<file path="config.mk">
export PLATFORM = sky130hd
export DESIGN_NAME = fsub_issue_queue
export DESIGN_NICKNAME = d
export VERILOG_FILES = /design/src/rtl/fsub_issue_queue.sv
export SDC_FILE = /design/constraint.sdc
export NUM_CORES = 1
export LEC_CHECK = 0
export CAP_MARGIN = 20
export CORE_ASPECT_RATIO = 2
export CORE_MARGIN = 4
export CORE_UTILIZATION = 49
export DETAILED_ROUTE_END_ITERATION = 12
export PLACE_DENSITY = 0.91
export SYNTH_ARGS = -nofsm -noshare
export SYNTH_HDL_FRONTEND = slang
export SYNTH_SLANG_ARGS = --single-unit
</file>
<file path="constraint.sdc">
create_clock -name clk -period 2.2 [get_ports clk]
set_input_delay 0.22 -clock clk [delete_from_list [all_inputs] [get_ports clk]]
set_output_delay 0.22 -clock clk [all_outputs]
set_load 0.01 [all_outputs]
</file>
<file path="src/rtl/fsub_issue_queue.sv">
// Issue and result-collection stage around a fixed-latency pipelined fsub unit.
// Requests are flushed (denormal -> +/-0, NaN/Inf -> +/-Inf), registered onto the
// fsub operand ports, tracked alongside the fsub pipeline, and the fsub results
// are captured with their tags into a small result FIFO. Admission is credit
// based (queued + in flight < DEPTH), so a result arriving from fsub always has
// a free FIFO slot.
module fsub_issue_queue #(
    parameter int NSTAGE = 2,
    parameter int DEPTH  = 4,
    parameter int TAGW   = 4
) (
    input  logic                       clk,
    input  logic                       rst,
    input  logic                       in_valid,
    output logic                       in_ready,
    input  logic [31:0]                in_x1,
    input  logic [31:0]                in_x2,
    input  logic [TAGW-1:0]            in_tag,
    output logic [31:0]                fsub_x1,
    output logic [31:0]                fsub_x2,
    input  logic [31:0]                fsub_y,
    input  logic                       fsub_ovf,
    output logic                       out_valid,
    input  logic                       out_ready,
    output logic [31:0]                out_y,
    output logic                       out_ovf,
    output logic [TAGW-1:0]            out_tag,
    output logic [$clog2(DEPTH+1)-1:0] out_count
);

    localparam int CW = $clog2(DEPTH + 1);
    localparam int PW = $clog2(DEPTH);
    localparam int SW = $clog2(DEPTH + NSTAGE + 1);
    localparam int EW = 33 + TAGW;

    // Exponent all-zeros or all-ones: keep sign and exponent, clear mantissa.
    function automatic logic [31:0] flush(input logic [31:0] x);
        logic [31:0] r;
        r = x;
        if (x[30:23] == 8'h00 || x[30:23] == 8'hFF) begin
            r = {x[31:23], 23'b0};
        end
        return r;
    endfunction

    logic [31:0]     x1_q, x2_q;
    logic [NSTAGE-1:0] vld_q, vld_d;
    logic [TAGW-1:0] tag_q [NSTAGE];
    logic [TAGW-1:0] tag_d [NSTAGE];

    logic [EW-1:0]   mem_q [DEPTH];
    logic [PW-1:0]   wr_ptr_q, rd_ptr_q;
    logic [CW-1:0]   count_q, count_d;

    logic            accept;
    logic            capture;
    logic            pop;
    logic [SW-1:0]   inflight;
    logic [SW-1:0]   credits_used;
    logic [EW-1:0]   head;

    assign accept  = in_valid & in_ready;
    assign capture = vld_q[NSTAGE-1];
    assign pop     = out_valid & out_ready;

    // Count tracker entries still owed a FIFO slot (stage 0 .. capture stage).
    always_comb begin
        inflight = '0;
        for (int i = 0; i < NSTAGE; i++) begin
            inflight = inflight + SW'(vld_q[i]);
        end
    end

    // Credits come only from registered state, so a same-cycle pop never
    // re-opens admission; that costs one bubble but keeps in_ready short-pathed.
    assign credits_used = SW'(count_q) + inflight;
    assign in_ready     = ~rst & (credits_used < SW'(DEPTH));

    // Operand registers feeding fsub; hold their value when nothing is accepted.
    always_ff @(posedge clk) begin
        if (rst) begin
            x1_q <= '0;
            x2_q <= '0;
        end else if (accept) begin
            x1_q <= flush(in_x1);
            x2_q <= flush(in_x2);
        end
    end

    assign fsub_x1 = x1_q;
    assign fsub_x2 = x2_q;

    // Tracker next state: stage 0 takes the accept, later stages shift along.
    assign vld_d[0] = accept;
    assign tag_d[0] = in_tag;
    for (genvar gi = 1; gi < NSTAGE; gi++) begin : g_stage
        assign vld_d[gi] = vld_q[gi-1];
        assign tag_d[gi] = tag_q[gi-1];
    end

    // Tracker valid bits advance every edge; reset drops everything in flight.
    always_ff @(posedge clk) begin
        if (rst) begin
            vld_q <= '0;
        end else begin
            vld_q <= vld_d;
        end
    end

    // Tracker tags need no reset; they are qualified by the valid bits.
    always_ff @(posedge clk) begin
        tag_q <= tag_d;
    end

    // Result storage: capture writes the fsub output and its tag at the tail.
    always_ff @(posedge clk) begin
        if (capture) begin
            mem_q[wr_ptr_q] <= {fsub_ovf, fsub_y, tag_q[NSTAGE-1]};
        end
    end

    // Occupancy next state; capture together with pop leaves it unchanged.
    always_comb begin
        count_d = count_q;
        case ({capture, pop})
            2'b10:   count_d = count_q + CW'(1);
            2'b01:   count_d = count_q - CW'(1);
            default: count_d = count_q;
        endcase
    end

    // FIFO pointers and occupancy; pointers wrap naturally at DEPTH (power of two).
    always_ff @(posedge clk) begin
        if (rst) begin
            wr_ptr_q <= '0;
            rd_ptr_q <= '0;
            count_q  <= '0;
        end else begin
            if (capture) begin
                wr_ptr_q <= wr_ptr_q + PW'(1);
            end
            if (pop) begin
                rd_ptr_q <= rd_ptr_q + PW'(1);
            end
            count_q <= count_d;
        end
    end

    assign head      = mem_q[rd_ptr_q];
    assign out_valid = (count_q != '0);
    assign out_count = count_q;
    assign out_ovf   = head[EW-1];
    assign out_y     = head[EW-2 -: 32];
    assign out_tag   = head[TAGW-1:0];

endmodule

</file>
==> results.ini <==
[logic_synthesis]
ys_types = 33
synthCells = 487
synth-async-reset-ratio = 0
ys_seq_elements = 231
synth_area_sq_um = 8501
ys.flop_type = edfxtp_1
synth.top_cells.by_count = edfxtp_1 (148), dfxtp_1 (83), a31o_1 (46), nor3b_1 (46), mux4_2 (37)
synth-edff-count = 148
synth_area_leaders = edfxtp_1 (52%), dfxtp_1 (20%), mux4_2 (9.8%)
avgSynthCellArea_sq_um = 17.46
synth-warning-count = 0
synth_top_area_share = 0.5228
syn-num-nets = 599
seq_area_frac_synth = 0.7183
yosys.area.top_type = edfxtp_1
synth_most_common_cell = edfxtp_1

[timing]
slew_headroom = 0.5236
post-route-period-util = 0.9782
skew_ps = 8.287
maxSlewViolCount = 0
setup_viol = 0
worst_slack_ps = 47.87
fmax_ghz = 0.4647
hold_violations = 0
worstMarginPinSlew_ps = 714.6
post-route-min-period_ps = 2152

[critical_path]
cp_slowest_cell = mux4_2
cp.arrival_ps = 1930
path_max_fanout = 6
cp-end-kind = primary output
slowest_delay_ps = 480
startpoint_type = register
critPathKind = reg -> out
crit_chain = buf_12 -> buf_16 -> mux4_2 -> dlygate4sd2_1
worstReg2RegStart = out_count[0]
required_ps = 1980

[detailed_routing]
wl_mm = 20.85
vias = 5280
remaining_drc_errors = 0
via_per_inst = 5.647
antenna_left = 0
first_pass_iters = 4
drt_iter0_markers = 215
wl_per_cell_microns = 22.29

[clock_tree]
cts.htree.levels = 1
cts_tree = done
cts_sinks = 231
holdBufCountCts = 0
clkTransAtPathRegs_ps = 70
clockBufferDepth = 3
cts_root_buf = clkbuf_16
clock_latency_ps = 480
numCtsBuffers = 19

[final_layout]
fillCellCount = 1067
syn_to_final_growth_pct = 37.58
fin_nets = 827
layout-drive-gt1-share = 0.1609
fin_cells = 935

[placed_design]
port_buffers = 210
hpwl_mm = 13.91
gp_congestion = 0.7687
place_inst = 893
place_ws_ps = 32.34

[worst_hold_path]
min_from = rst
min_path_type = in -> reg

[global_routing]
track_usage = 0.2130
overflow = 0
grt_pass1_wl_mm = 32.44
antenna_found_initial = 1
grt_max_degree = 70
grt_pass1_vias = 5890

[die]
coreArea_sq_um = 16930
core.rowCount = 67
chipWidth_microns = 101.1
top_level_ports = 211
die_area_sq_um = 19650
start_util = 0.5020
die_y_microns = 194.3

[power]
leakage_nw = 3.974
peakVddDrop_v = 0.0005590
power.density_nw_per_um2 = 893.1
total_power_w = 0.01044

[run]
cap_violations = 0

[run_status]
outcome = finished, final reports clean

## final cells by class
type / count / area, sq um / area share
clock inverters: 11 / 133.9 / 0.01145
well taps: 207 / 259.0 / 0.02215
flip-flops and latches: 231 / 6112 / 0.5226
multi-input cells: 217 / 2248 / 0.1923
diodes: 1 / 2.502 / 0.0002140
inverters: 6 / 22.52 / 0.001926
clock buffers: 22 / 486.7 / 0.04162
repair buffers: 240 / 2430 / 0.2078
## repair_timing
action	in CTS	in global routing
cloned	2	0
setup buffers	6	0
endpoints found under the setup margin	37	16
gates resized for setup	64	19
## flip-flops by register name, indices dropped and copies added, names as in the netlist, named ones only
| name | flops |
|---|---|
| mem_q | 148 |
| fsub_x1 | 32 |
| fsub_x2 | 32 |
| tag_d | 4 |
| tag_q | 4 |
| out_count | 3 |
| rd_ptr_q | 2 |
| vld_q | 2 |
| wr_ptr_q | 2 |
## layer usage
layer / GRT usage / routed length [microns]
met1: 0.2259 / 6725
met2: 0.3938 / 11780
met3: 0.04537 / 1592
met4: 0.08925 / 746
met5: 0 / 0
## worst max-delay path, delay by kind of cell (launching register included)
| kind | cells | cell delay [ps] |
|---|---|---|
| buffers and inverters | 3 | 560 |
| multiplexers | 1 | 480 |
| flip-flops | 1 | 400 |
## placed cells by master, fill, tap and decap left out, types with 3 or more instances in the layout
| cell | n |
|---|---|
| clkdlybuf4s15_1 | 9 |
| bufinv_16 | 3 |
| clkdlybuf4s50_1 | 171 |
| mux4_2 | 37 |
| buf_4 | 16 |
| clkbuf_16 | 19 |
| a31o_1 | 46 |
| nor3b_1 | 46 |
| buf_2 | 7 |
| clkinv_2 | 4 |
| edfxtp_1 | 148 |
| nor2_1 | 28 |
| dlygate4sd2_1 | 20 |
| ha_1 | 6 |
| clkbuf_1 | 3 |
| nor4_1 | 4 |
| nand4_1 | 4 |
| xor2_1 | 3 |
| buf_12 | 9 |
| dfxtp_1 | 80 |
| and2_2 | 4 |
| mux2i_1 | 19 |
| inv_1 | 6 |
## kinds of logic (layout without fill, tap and decap cells)
group,after synthesis,in the layout,synth area share
AOI/OAI and AO/OA,56,56,0.05652
xor gates and xnor gates,5,5,0.005153
adders and majority gates,7,7,0.01119
buffers and inverters,39,279,0.02193
DFF,231,231,0.7183
muxes,56,56,0.1204
other,0,1,0
and+or+nand+nor,93,93,0.06653
## per-stage QoR
| step | setup TNS (ps) | util | hold WS [ps] | instance area [sq um] |
|---|---|---|---|---|
| 2_1_floorplan | 0 | - | 247.7 | 8501 |
| 3_3_place_gp | 0 | 0.6493 | 313.2 | 10990 |
| 3_5_place_dp | 0 | 0.6493 | 312.1 | 10990 |
| 4_1_cts | 0 | 0.6914 | 14.32 | 11710 |
| 5_1_grt | -8.075 | 0.6906 | 61.28 | 11700 |
| 6_report | 0 | 0.6906 | 45.24 | 11700 |
## path summary, 6_finish.rpt
check / to / slack (ps) / cells after the start
worst min-delay path: vld_q[1] / 50 / 2
worst min register to register: tag_q[0] / 330 / 0
worst max register to register: fsub_x2[12] / 140 / 7
worst max-delay path: out_y[0] / 50 / 4
## report_power, final
group | switching, W | internal, W | leakage [nW]
Clock | 0.00148 | 0.00195 | 0.298
Sequential | 0.000108 | 0.00476 | 2.02
Combinational | 0.000899 | 0.00125 | 1.66
Note: power is estimated with default switching activity, not from simulation.
